===== src/rtl/mult_div.sv =====
// mult_div: execute-stage HI/LO unit with iterative multiply/divide; define FAST_MULT_EN for a single-cycle multiplier
module mult_div #(
  parameter int DATA_W = 32
) (
  input  logic              clk,
  input  logic              rst,
  input  logic              flush,
  input  logic              en,
  input  logic [5:0]        funct,
  input  logic [DATA_W-1:0] operand_1,
  input  logic [DATA_W-1:0] operand_2,
  output logic              stall_request,
  output logic [DATA_W-1:0] result,
  output logic [DATA_W-1:0] hi,
  output logic [DATA_W-1:0] lo
);
  localparam logic [5:0] F_MFHI  = 6'h10;
  localparam logic [5:0] F_MTHI  = 6'h11;
  localparam logic [5:0] F_MFLO  = 6'h12;
  localparam logic [5:0] F_MTLO  = 6'h13;
  localparam logic [5:0] F_MULT  = 6'h18;
  localparam logic [5:0] F_MULTU = 6'h19;
  localparam logic [5:0] F_DIV   = 6'h1A;
  localparam logic [5:0] F_DIVU  = 6'h1B;
  localparam int CW = $clog2(DATA_W);
  typedef enum logic [1:0] {IDLE, MUL, DIV, DONE} state_t;
  state_t state_q, state_d;
  logic [CW-1:0] cnt_q, cnt_d;
  logic [2*DATA_W-1:0] acc_q, acc_d;
  logic [DATA_W-1:0] opb_q, opb_d, hi_q, hi_d, lo_q, lo_d;
  logic neg_a_q, neg_a_d, neg_r_q, neg_r_d, wb_q, wb_d, div_q, div_d;
  logic idle, is_mul, is_div, sgn, s1, s2;
  logic [DATA_W-1:0] mag1, mag2;
  logic [DATA_W:0] mul_sum, div_top, div_sub;
  logic div_ge;
`ifdef FAST_MULT_EN
  logic [2*DATA_W-1:0] fast_raw, fast_prod;
`endif
  // operand decode, magnitudes and one iteration step of each datapath
  always_comb begin
    idle = state_q == IDLE;
    is_mul = (funct == F_MULT) || (funct == F_MULTU);
    is_div = (funct == F_DIV) || (funct == F_DIVU);
    sgn = (funct == F_MULT) || (funct == F_DIV);
    s1 = sgn & operand_1[DATA_W-1];
    s2 = sgn & operand_2[DATA_W-1];
    mag1 = s1 ? -operand_1 : operand_1;
    mag2 = s2 ? -operand_2 : operand_2;
    mul_sum = {1'b0, acc_q[2*DATA_W-1:DATA_W]} + (acc_q[0] ? {1'b0, opb_q} : '0);
    div_top = acc_q[2*DATA_W-1:DATA_W-1];
    div_sub = div_top - {1'b0, opb_q};
    div_ge = div_top >= {1'b0, opb_q};
`ifdef FAST_MULT_EN
    fast_raw = mag1 * mag2;
    fast_prod = (s1 ^ s2) ? -fast_raw : fast_raw;
`endif
  end
  // state and datapath registers
  always_ff @(posedge clk) begin
    if (rst) begin
      state_q <= IDLE;
      cnt_q <= '0;
      acc_q <= '0;
      opb_q <= '0;
      hi_q <= '0;
      lo_q <= '0;
      neg_a_q <= 1'b0;
      neg_r_q <= 1'b0;
      wb_q <= 1'b0;
      div_q <= 1'b0;
    end else begin
      state_q <= state_d;
      cnt_q <= cnt_d;
      acc_q <= acc_d;
      opb_q <= opb_d;
      hi_q <= hi_d;
      lo_q <= lo_d;
      neg_a_q <= neg_a_d;
      neg_r_q <= neg_r_d;
      wb_q <= wb_d;
      div_q <= div_d;
    end
  end
  // next state: issue, iterate, and sign-corrected HI/LO writeback in DONE
  always_comb begin
    state_d = state_q;
    cnt_d = cnt_q;
    acc_d = acc_q;
    opb_d = opb_q;
    hi_d = hi_q;
    lo_d = lo_q;
    neg_a_d = neg_a_q;
    neg_r_d = neg_r_q;
    wb_d = wb_q;
    div_d = div_q;
    if (flush) begin
      state_d = IDLE;
      cnt_d = '0;
    end else begin
      case (state_q)
        IDLE: if (en) begin
          if (funct == F_MTHI) hi_d = operand_1;
          if (funct == F_MTLO) lo_d = operand_1;
`ifdef FAST_MULT_EN
          if (is_mul) {hi_d, lo_d} = fast_prod;
`else
          if (is_mul) begin
            state_d = MUL;
            cnt_d = '0;
            acc_d = {{DATA_W{1'b0}}, mag2};
            opb_d = mag1;
            neg_a_d = s1 ^ s2;
            wb_d = 1'b1;
            div_d = 1'b0;
          end
`endif
          if (is_div) begin
            state_d = (|operand_2) ? DIV : DONE;
            cnt_d = '0;
            acc_d = {{DATA_W{1'b0}}, mag1};
            opb_d = mag2;
            neg_a_d = s1 ^ s2;
            neg_r_d = s1;
            wb_d = |operand_2;
            div_d = 1'b1;
          end
        end
        MUL: begin
          acc_d = {mul_sum, acc_q[DATA_W-1:1]};
          cnt_d = cnt_q + 1'b1;
          state_d = (cnt_q == CW'(DATA_W-1)) ? DONE : MUL;
        end
        DIV: begin
          acc_d = {div_ge ? div_sub[DATA_W-1:0] : div_top[DATA_W-1:0], acc_q[DATA_W-2:0], div_ge};
          cnt_d = cnt_q + 1'b1;
          state_d = (cnt_q == CW'(DATA_W-1)) ? DONE : DIV;
        end
        DONE: begin
          state_d = IDLE;
          if (wb_q && !div_q) {hi_d, lo_d} = neg_a_q ? -acc_q : acc_q;
          if (wb_q && div_q) begin
            lo_d = neg_a_q ? -acc_q[DATA_W-1:0] : acc_q[DATA_W-1:0];
            hi_d = neg_r_q ? -acc_q[2*DATA_W-1:DATA_W] : acc_q[2*DATA_W-1:DATA_W];
          end
        end
      endcase
    end
  end
  // outputs: stall while an op is issuing or iterating, MFHI/MFLO read port
  always_comb begin
`ifdef FAST_MULT_EN
    stall_request = ~flush & ((state_q == MUL) | (state_q == DIV) | (idle & en & is_div));
`else
    stall_request = ~flush & ((state_q == MUL) | (state_q == DIV) | (idle & en & (is_div | is_mul)));
`endif
    result = (idle & en & (funct == F_MFHI)) ? hi_q :
             (idle & en & (funct == F_MFLO)) ? lo_q : '0;
    hi = hi_q;
    lo = lo_q;
  end
endmodule


===== config.mk =====
export PLATFORM = sky130hd
export DESIGN_NAME = mult_div
export DESIGN_NICKNAME = d
export VERILOG_FILES = /design/src/rtl/mult_div.sv
export SDC_FILE = /design/constraint.sdc
export NUM_CORES = 1
export LEC_CHECK = 0
export ABC_AREA = 0
export ABC_CLOCK_PERIOD_IN_PS = 11200
export CAP_MARGIN = 10
export CORE_AREA = 2 2 180 182
export CTS_CLUSTER_SIZE = 12
export DETAILED_ROUTE_END_ITERATION = 6
export DIE_AREA = 0 0 182 184
export PLACE_DENSITY = 0.68
export SKIP_CTS_REPAIR_TIMING = 1
export SLEW_MARGIN = 20
export SYNTH_ARGS = -nofsm -noshare
export SYNTH_HDL_FRONTEND = slang
export SYNTH_SLANG_ARGS = --single-unit

===== constraint.sdc =====
create_clock -name clk -period 11.2 [get_ports clk]
set_clock_uncertainty 0.2 [all_clocks]
set_input_delay 1.68 -clock clk [delete_from_list [all_inputs] [get_ports clk]]
set_output_delay 1.68 -clock clk [all_outputs]
set_load 0.02 [all_outputs]

==> results of run 1 <==
==> synth_stat cells, types with 7 or more instances <==
library cell | instances | share of area, %
nor2_1 | 296 | 7.4
a21oi_1 | 278 | 9.3
nand2_1 | 222 | 5.6
dfxtp_1 | 171 | 23
clkbuf_1 | 133 | 3.3
o21ai_0 | 125 | 4.2
xnor2_1 | 90 | 5.3
xor2_1 | 85 | 5.0
ha_1 | 74 | 6.2
inv_1 | 74 | 1.9
a211oi_1 | 62 | 3.1
mux2i_1 | 61 | 4.1
nand3_1 | 48 | 1.6
a21o_1 | 40 | 2.0
a22oi_1 | 32 | 1.6
nor3_1 | 32 | 1.1
o211ai_1 | 29 | 1.5
o31ai_1 | 20 | 1.0
nand4_1 | 17 | 0.71
nor4_1 | 17 | 0.71
or3_1 | 15 | 0.63
a221oi_1 | 14 | 0.82
or4_1 | 14 | 0.70
nand2b_1 | 13 | 0.54
and2_1 | 12 | 0.50
nor2b_1 | 12 | 0.50
o41ai_1 | 11 | 0.65
a221o_1 | 10 | 0.67
a31oi_1 | 10 | 0.42
o21bai_1 | 9 | 0.45
buf_1 | 8 | 0.20
a22o_1 | 7 | 0.41
and3_1 | 7 | 0.29
==> state kept, by name (all words and copies together) (netlist names) <==
register  flops
acc_q        64
cnt_q         5
div_q         1
hi           32
lo           32
neg_a_q       1
neg_r_q       1
opb_q        32
state_q       2
wb_q          1
==> per-stage QoR <==
stage / worst slack, ns / utilization [%] / hold WS (ns)
final: 5.371 / 55.34 / 0.2536
after floorplan: 6.446 / - / 0.2319
after global routing: 5.290 / 55.34 / 0.2756
after CTS: 5.412 / 55.33 / 0.2572
after detailed placement: 5.419 / 53.42 / 0.2465
after global placement: 5.438 / 53.42 / 0.2404
==> power breakdown <==
part,internal (mW),switching (mW)
clock,0.301,0.323
sequential,0.617,0.0134
combinational,0.104,0.172
==> cells by family after synthesis <==
kind of cell               Yosys count
AOI/OAI and AO/OA                  690
xor gates and xnor gates           175
buffers and inverters              221
adders and majority gates           76
and+or+nand+nor                    734
DFF                                171
muxes                               62
==> worst max-delay path by stage <==
| stage | slack (ns) | end |
|---|---|---|
| after floorplan | 6.45 | result[10] |
| after global placement | 5.44 | result[22] |
| after detailed placement | 5.42 | result[21] |
| after CTS | 5.41 | result[21] |
| after global routing | 5.29 | result[6] |
| final | 5.37 | result[19] |
==> area by class of cell <==
type,instances,area share [%]
clock inverters,15,1.008
well taps,402,2.895
clock buffers,17,2.449
inverters,75,1.621
multi-input cells,1737,61.60
flip-flops and latches,171,19.71
repair buffers,192,10.72
==> routing by layer <==
metal  track usage, %  up-vias
met5                0        -
met4            13.97        0
met3            7.250      103
met2            50.93      802
met1            48.59     7670
li1                 -     7743
==> critical path, delay by kind of cell <==
| kind | cells | cell delay [ns] |
|---|---|---|
| simple gates | 3 | 0.94 |
| buf+inv | 3 | 1.32 |
==> impl_metrics.py, run 1 <==
metrics = {
    "run_status": {
        "status": "completed",
    },
    "timing": {
        "worstMarginPinSlew_ns": 1.103,
        "fin_setup_tns_ns": 0,
        "timing.final.crit_share_pct": 52.04,
        "hold_viol": 0,
        "finalMaxSlewViolations": 0,
        "min_period_ns": 5.829,
        "grt_setup_unrepaired": "no",
        "maxSlewHeadroom_pct": 26.48,
        "setup_violations": 0,
        "fmaxAchievable_mhz": 171.6,
    },
    "synthesis": {
        "synth_fa_ha_area_share_pct": 6.469,
        "ys_seq_elements": 171,
        "synthDistinctLibCells": 68,
        "syn_nets": 2279,
        "ys_warn_count": 0,
        "netlist_instances": 2129,
        "ys.flop_type": "dfxtp_1",
        "synth_top_family_by_area": "compound AO/OA/AOI/OAI gates",
        "synthXorXnorAreaFrac_pct": 10.27,
        "synth_area_per_cell_um2": 7.013,
        "synth_edf_count": 0,
        "synthMuxAreaShare_pct": 4.165,
        "synth_compound_area_share_pct": 28.56,
        "seq_area_frac_synth_pct": 22.93,
        "synth_area_um2": 14930,
        "yosys.area_share.simple_pct": 21.94,
        "postSynth.asyncResetShare_pct": 0,
    },
    "detailed_routing": {
        "final_antenna_net_count": 0,
        "wl_per_cell_um": 22.41,
        "routed_wl_um": 58460,
        "via_count": 16320,
        "drt_iter0_drc": 1794,
        "topRoutingLayerUsed": "met4",
        "vias_per_cell": 6.255,
        "wl_met1_um": 26440,
        "dr.pass1.iters": 6,
        "drc": 0,
        "met3_length_um": 5451,
        "met2_length_um": 24260,
    },
    "clocking": {
        "clk_latency_ns": 0.47,
        "cts_tree": "done",
        "clk_pin_slew_ns": 0.08,
        "clock_sinks": 171,
        "cts_buffers": 17,
        "max-clock-path-buffers": 2,
        "htreeDepth": 4,
        "clock-root-buffer": "clkbuf_16",
    },
    "final_layout": {
        "fillers": 3099,
        "final_common_cell": "nor2_1",
        "multiInputGateArea_um2": 10700,
        "areaGrowthSynthToFinish_pct": 16.35,
        "layout.nets": 2344,
        "drive_gt1_share_pct": 3.444,
        "antenna-diode-count": 0,
        "layout_common_cells": "nor2_1, a21oi_1, nand2_1",
        "postLayoutCellArea_um2": 17370,
        "fin_cells": 2609,
        "seq_area_um2": 3423,
    },
    "worst_setup_path": {
        "critPathMaxFanout": 32,
        "startpoint_type": "input port",
        "cp.arrival_ns": 3.95,
        "timing.rr.end": "hi[17]",
        "regToRegSetupSlack_ns": 6.47,
        "crit_chain": "clkdlybuf4s50_1 > nor4b_1 > nand4b_1 > buf_4 > nor2_1 > clkdlybuf4s50_1",
        "reg2reg_from": "acc_q[2]",
        "end_kind": "primary output",
        "r2r_cells": 10,
        "startpoint": "funct[2]",
        "crit_required_ns": 9.32,
        "worst_path_most_repeated_cell": "clkdlybuf4s50_1",
        "worstSetupPathType": "in -> out",
        "slowest_stage": "nor4b_1",
        "max_stage_delay_ns": 0.64,
    },
    "placement": {
        "place_congestion": 0.9559,
        "placed_area_um2": 16770,
        "dpl.hpwl_um": 45080,
        "place_inst": 2577,
        "io_buffer_count": 170,
    },
    "hold_path": {
        "min_from": "opb_q[11]",
        "min_to": "opb_q[11]",
        "holdPathStages": 2,
        "hold_class": "reg -> reg",
    },
    "die": {
        "io_pins": 171,
        "core-area_um2": 31390,
        "dieArea_um2": 33490,
        "die_x_um": 182,
        "placementRows": 65,
        "initial_core_util_pct": 47.56,
        "die_h_um": 184,
    },
    "power": {
        "vdd_ir_drop_max_mv": 0.1010,
        "power.leakage_nw": 6.839,
        "powerDensity_nw_per_um2": 88.12,
        "p_total_mw": 1.531,
    },
    "global_routing": {
        "grt_pass1_vias": 14830,
        "grt_usage_pct": 34.46,
        "grt_pass1_wl_um": 89010,
        "grt_overflow": 0,
        "grt_start_max_net_pins": 78,
        "grt_antenna_before_repair": 0,
    },
    "run": {
        "maxCapViolCount": 0,
    },
}
(Power assumes the default switching activity.)
==> run 2: changes to the inputs <==
--- a/config.mk
+++ b/config.mk
@@ -6,7 +6,7 @@
 export NUM_CORES = 1
 export LEC_CHECK = 0
 export ABC_AREA = 0
-export ABC_CLOCK_PERIOD_IN_PS = 11200
+export ABC_CLOCK_PERIOD_IN_PS = 5830
 export CAP_MARGIN = 10
 export CORE_AREA = 2 2 180 182
 export CTS_CLUSTER_SIZE = 12
==> constraint.sdc (replaced) <==
create_clock -name clk -period 5.83 [get_ports clk]
set_clock_uncertainty 0.2 [all_clocks]
set_input_delay 0.8745 -clock clk [delete_from_list [all_inputs] [get_ports clk]]
set_output_delay 0.8745 -clock clk [all_outputs]
set_load 0.02 [all_outputs]
==> run 2 against run 1 <==
  * The flow now finishes with violations (DRC)
  * Hold slack improved by 0.0063 ns
  * Wire length increased by 0.29%
  * Highest routed layer unchanged
  * Non-clock buffer count increased by 12
  * Largest cell class unchanged
==> impl_metrics.py, run 2 (same netlist as run 1, synthesis figures left out) <==
metrics = {
    "run_status": {
        "status": "finished, violations left",
        "violations": "DRC",
    },
    "final_layout": {
        "final_common_cell": "nor2_1",
        "largest_reg_flops": 64,
        "layout.nets": 2356,
        "final_util_pct": 55.67,
        "fin_cells": 2621,
        "layout_common_cells": "nor2_1, a21oi_1, nand2_1",
        "areaGrowthSynthToFinish_pct": 17.05,
        "antenna-diode-count": 0,
        "top_register": "acc_q",
        "drive_gt1_share_pct": 3.966,
        "fillers": 3014,
    },
    "clocking": {
        "clk_pin_slew_ns": 0.09,
        "clk_latency_ns": 0.46,
        "max-clock-path-buffers": 2,
        "htreeDepth": 4,
        "cts_buffers": 17,
        "cts_tree": "done",
        "clock-root-buffer": "clkbuf_16",
        "clock_sinks": 171,
    },
    "die": {
        "placementRows": 65,
        "die_x_um": 182,
        "initial_core_util_pct": 47.56,
        "die_h_um": 184,
        "dieArea_um2": 33490,
        "io_pins": 171,
        "core-area_um2": 31390,
    },
    "placement": {
        "io_buffer_count": 170,
        "dpl.hpwl_um": 45500,
        "dp_slack_ns": 0.8934,
        "place_inst": 2589,
        "place_congestion": 0.9452,
    },
    "worst_setup_path": {
        "end_kind": "flip-flop",
        "r2r_cells": 14,
        "crit_required_ns": 5.97,
        "cp.arrival_ns": 4.69,
        "worstSetupPathType": "reg -> reg",
        "path_delay_family": "compound AO/OA/AOI/OAI gates",
        "max_stage_delay_ns": 0.64,
        "critPathMaxFanout": 17,
        "crit_chain": "inv_1 > nor2_1 > ha_1 > a21oi_1 > nand2_1 > a31oi_1 > o21ai_0 > a31oi_1 > buf_4 > nor2_1 > o311ai_0 > o21ai_0 > xor2_1 > a221o_1",
        "crit_cells": 14,
        "slowest_stage": "o311ai_0",
        "critPathBufInv": 2,
        "startpoint_type": "flip-flop",
    },
    "run": {
        "maxCapViolCount": 0,
    },
    "timing": {
        "timing.final.crit_share_pct": 77.99,
        "worstMarginPinSlew_ns": 1.092,
        "grt_setup_unrepaired": "no",
        "hold_viol": 0,
        "setup_violations": 0,
        "finalWorstSetupSlack_ns": 1.283,
        "finalMaxSlewViolations": 0,
        "maxSlewHeadroom_pct": 27.22,
        "min_period_ns": 4.547,
        "fin_setup_tns_ns": 0,
        "fmaxAchievable_mhz": 219.9,
    },
    "detailed_routing": {
        "dr.pass1.iters": 7,
        "final_antenna_net_count": 0,
        "vias_per_cell": 6.310,
        "wl_per_cell_um": 22.37,
        "drt_iter0_drc": 2090,
        "drc": 2,
        "via_count": 16540,
        "routed_wl_um": 58630,
    },
    "power": {
        "powerDensity_nw_per_um2": 169.9,
        "power.leakage_nw": 6.914,
        "vdd_ir_drop_max_mv": 0.2066,
    },
    "global_routing": {
        "grt_overflow": 0,
        "grt_start_max_net_pins": 87,
        "grt_usage_pct": 34.30,
        "grt_pass1_vias": 14950,
        "grt_antenna_before_repair": 0,
        "grt_pass1_wl_um": 89200,
    },
    "hold_path": {
        "hold_class": "reg -> reg",
        "holdPathStages": 2,
    },
}
-- run 2: cell count changes in the layout (fill, tap and decap cells not counted), sizes merged --
| cell | change |
|---|---|
| buf | +12 |
| clkinv | -5 |
| clkinvlp | -1 |
| inv | +6 |
-- run 2: report_power, final --
part | switching (mW) | internal (mW) | leakage (nW)
registers | 0.0251 | 1.19 | 1.38
logic | 0.334 | 0.205 | 5.24
clock network | 0.630 | 0.589 | 0.298
-- run 2: routing by layer --
layer  global-route usage, %  part of all wire, %  vias up
li1                        -                    -     7772
met1                   49.47                   44     7778
met2                   51.33                   42      896
met3                   4.140                  9.7       93
met4                   14.65                  4.2        0
met5                       0                    0        -
-- run 2: cell type report --
class | count | area [um^2] | area share, %
timing repair buffer | 204 | 1962 | 11.23
inverter | 75 | 281.5 | 1.611
clock inverter | 15 | 178.9 | 1.024
sequential | 171 | 3423 | 19.59
tap | 402 | 503.0 | 2.878
clock buffer | 17 | 425.4 | 2.434
multi-input combinational | 1737 | 10700 | 61.24
-- run 2: stage by stage --
stage / hold slack, ns / instance area [um^2] / power, mW
5_1_grt: 0.2780 / 17480 / 3.056
2_1_floorplan: 0.2319 / 14930 / 1.546
6_report: 0.2599 / 17480 / 2.970
3_3_place_gp: 0.2418 / 16870 / 1.757
3_5_place_dp: 0.2444 / 16870 / 1.762
4_1_cts: 0.2566 / 17480 / 2.957
-- run 2: final timing paths --
| check | endpoint | start | slack (ns) |
|---|---|---|---|
| worst max-delay path | acc_q[60] | acc_q[0] | 1.28 |
| worst min register to register | opb_q[10] | opb_q[10] | 0.26 |
| worst max register to register | acc_q[60] | acc_q[0] | 1.28 |
| worst min-delay path | opb_q[10] | opb_q[10] | 0.26 |
-- run 2: worst reg2reg max path, cell delays in order, from the launching register on --
cell      delay [ns]
dfxtp_1         0.32
inv_1           0.52
nor2_1          0.11
ha_1            0.36
a21oi_1         0.29
nand2_1         0.15
a31oi_1         0.28
o21ai_0         0.28
a31oi_1         0.23
buf_4           0.16
nor2_1          0.09
o311ai_0        0.64
o21ai_0         0.28
xor2_1          0.20
a221o_1         0.32
==> run 3: changes to the inputs <==
--- a/config.mk
+++ b/config.mk
@@ -6,7 +6,7 @@
 export NUM_CORES = 1
 export LEC_CHECK = 0
 export ABC_AREA = 0
-export ABC_CLOCK_PERIOD_IN_PS = 5830
+export ABC_CLOCK_PERIOD_IN_PS = 4680
 export CAP_MARGIN = 10
 export CORE_AREA = 2 2 180 182
 export CTS_CLUSTER_SIZE = 12
==> constraint.sdc (replaced) <==
create_clock -name clk -period 4.68 [get_ports clk]
set_clock_uncertainty 0.2 [all_clocks]
set_input_delay 0.702 -clock clk [delete_from_list [all_inputs] [get_ports clk]]
set_output_delay 0.702 -clock clk [all_outputs]
set_load 0.02 [all_outputs]
==> run 3 against run 2 <==
  * The run still ends with DRC left
  * Via count rose by 0.37%
  * Die area did not move
  * Core utilization rose by 0.88 points
  * Maximum frequency rose by 6.4%
  * Critical path depth fell by 4
  * Hold slack got worse by 0.0065 ns
  * Sequential power rose by 25%
  * Clock-buffer cell count rose by 2
  * First-iteration DRC count fell by 2.6%
  * Global-route usage rose by 0.30 points
  * Critical path type unchanged
==> impl_metrics.py, run 3 (same netlist as run 1, synthesis figures left out) <==
metrics = {
    "power": {
        "power.internal_mw": 2.505,
        "p_sw_mw": 1.123,
        "p_total_mw": 3.628,
        "pwr-share-seq_pct": 41.6,
        "powerDensity_nw_per_um2": 204.4,
        "comb_power_share_pct": 19.4,
        "power.leakage_nw": 7.107,
        "p_clk_share_pct": 39.0,
        "vdd_ir_drop_max_mv": 0.2171,
        "switching_share_pct": 30.96,
    },
    "global_routing": {
        "grt_pass1_wl_um": 89050,
        "grt_start_max_net_pins": 90,
        "grt_pass1_vias": 14880,
        "grt_usage_pct": 34.60,
        "grt_overflow": 0,
        "grt_antenna_before_repair": 1,
    },
    "worst_setup_path": {
        "cp.arrival_ns": 4.41,
        "worst_path_most_repeated_cell": "or4_4",
        "worstSetupPathType": "reg -> reg",
        "end_kind": "flip-flop",
        "critPathMaxFanout": 8,
        "crit_chain": "or4_4 > or4_4 > or4_1 > or4b_4 > a211o_1 > and2_4 > o21ai_2 > xor2_1 > a211oi_1 > a21o_1",
        "max_stage_delay_ns": 0.61,
        "crit_required_ns": 4.82,
        "startpoint_type": "flip-flop",
        "slowest_stage": "or4_1",
    },
    "die": {
        "initial_core_util_pct": 47.56,
        "core-area_um2": 31390,
        "die_x_um": 182,
        "io_pins": 171,
        "placementRows": 65,
        "dieArea_um2": 33490,
        "die_h_um": 184,
    },
    "detailed_routing": {
        "final_antenna_net_count": 0,
        "drt_iter0_drc": 2035,
        "vias_per_cell": 6.234,
        "wl_per_cell_um": 22.17,
        "routed_wl_um": 59040,
        "drc": 8,
        "dr.pass1.iters": 7,
        "via_count": 16600,
    },
    "final_layout": {
        "layout.nets": 2399,
        "drive_gt1_share_pct": 5.705,
        "top_register": "acc_q",
        "areaGrowthSynthToFinish_pct": 18.90,
        "final_common_cell": "nor2_1",
        "antenna-diode-count": 0,
        "largest_reg_flops": 64,
        "layout_common_cells": "nor2_1, a21oi_1, nand2_1",
    },
    "clocking": {
        "cts_buffers": 17,
        "clk_pin_slew_ns": 0.07,
        "cts_tree": "done",
        "max-clock-path-buffers": 2,
        "clock_sinks": 171,
        "clock-root-buffer": "clkbuf_16",
        "htreeDepth": 4,
        "clk_latency_ns": 0.45,
    },
    "timing": {
        "maxSlewHeadroom_pct": 35.55,
        "timing.final.crit_share_pct": 91.28,
        "setup_violations": 0,
        "hold_viol": 0,
        "grt_setup_unrepaired": "no",
        "finalMaxSlewViolations": 0,
        "min_period_ns": 4.272,
        "fmaxAchievable_mhz": 234.1,
        "fin_setup_tns_ns": 0,
        "worstMarginPinSlew_ns": 0.9668,
    },
    "run_status": {
        "violations": "DRC",
        "status": "finished, violations left",
    },
    "hold_path": {
        "hold_class": "reg -> reg",
    },
    "placement": {
        "place_congestion": 0.9733,
        "dpl.hpwl_um": 46310,
        "io_buffer_count": 170,
    },
    "run": {
        "maxCapViolCount": 0,
    },
}
## run 3: area by class of cell
| type | count | area, um^2 |
|---|---|---|
| clock buffers | 19 | 442.9 |
| inverters | 75 | 281.5 |
| fillers | 3051 | 13640 |
| clock inverters | 12 | 115.1 |
| flip-flops and latches | 171 | 3423 |
| well taps | 402 | 503.0 |
| multi-input cells | 1737 | 10700 |
| repair buffers | 247 | 2285 |
## run 3: routing by layer
metal	part of all wire (%)	global-route usage, %
met5	0	0
met2	40	50.02
met3	10	5.844
met4	4.3	15.29
met1	45	50.12
## run 3: stage by stage
stage	area (um^2)	util, %	hold WS [ns]	setup slack, ns	cells
finish	17750	56.55	0.2534	0.4082	2663
global placement	17190	54.77	0.2422	0.2665	2632
floorplan	14930	-	0.2319	0.8829	2129
detailed placement	17190	54.77	0.2469	0.2335	2632
CTS	17750	56.55	0.2563	0.4232	2663
global route	17750	56.55	0.2745	0.2866	2663
## run 3: path summary, 6_finish.rpt
check | startpoint | to | slack, ns | cells after the start
max | acc_q[11] | hi[17] | 0.41 | 10
min | opb_q[14] | opb_q[14] | 0.25 | 2
max reg2reg | acc_q[11] | hi[17] | 0.41 | 10
min reg2reg | opb_q[14] | opb_q[14] | 0.25 | 2
## run 3: power by group through the flow
stage / clock network (mW) / logic, mW / registers (mW)
3_3_place_gp: 0 / 0.678 / 1.54
3_5_place_dp: 0 / 0.683 / 1.54
4_1_cts: 1.43 / 0.686 / 1.51
5_1_grt: 1.49 / 0.751 / 1.51
2_1_floorplan: 0 / 0.384 / 1.54
6_report: 1.42 / 0.704 / 1.51
## run 3: critical path, delay by kind of cell (launching register included)
| family | cells | cell delay [ns] |
|---|---|---|
| AO/OA/AOI/OAI | 4 | 0.79 |
| XOR/XNOR | 1 | 0.40 |
| flip-flops | 1 | 0.39 |
| AND/OR/NAND/NOR | 5 | 2.38 |
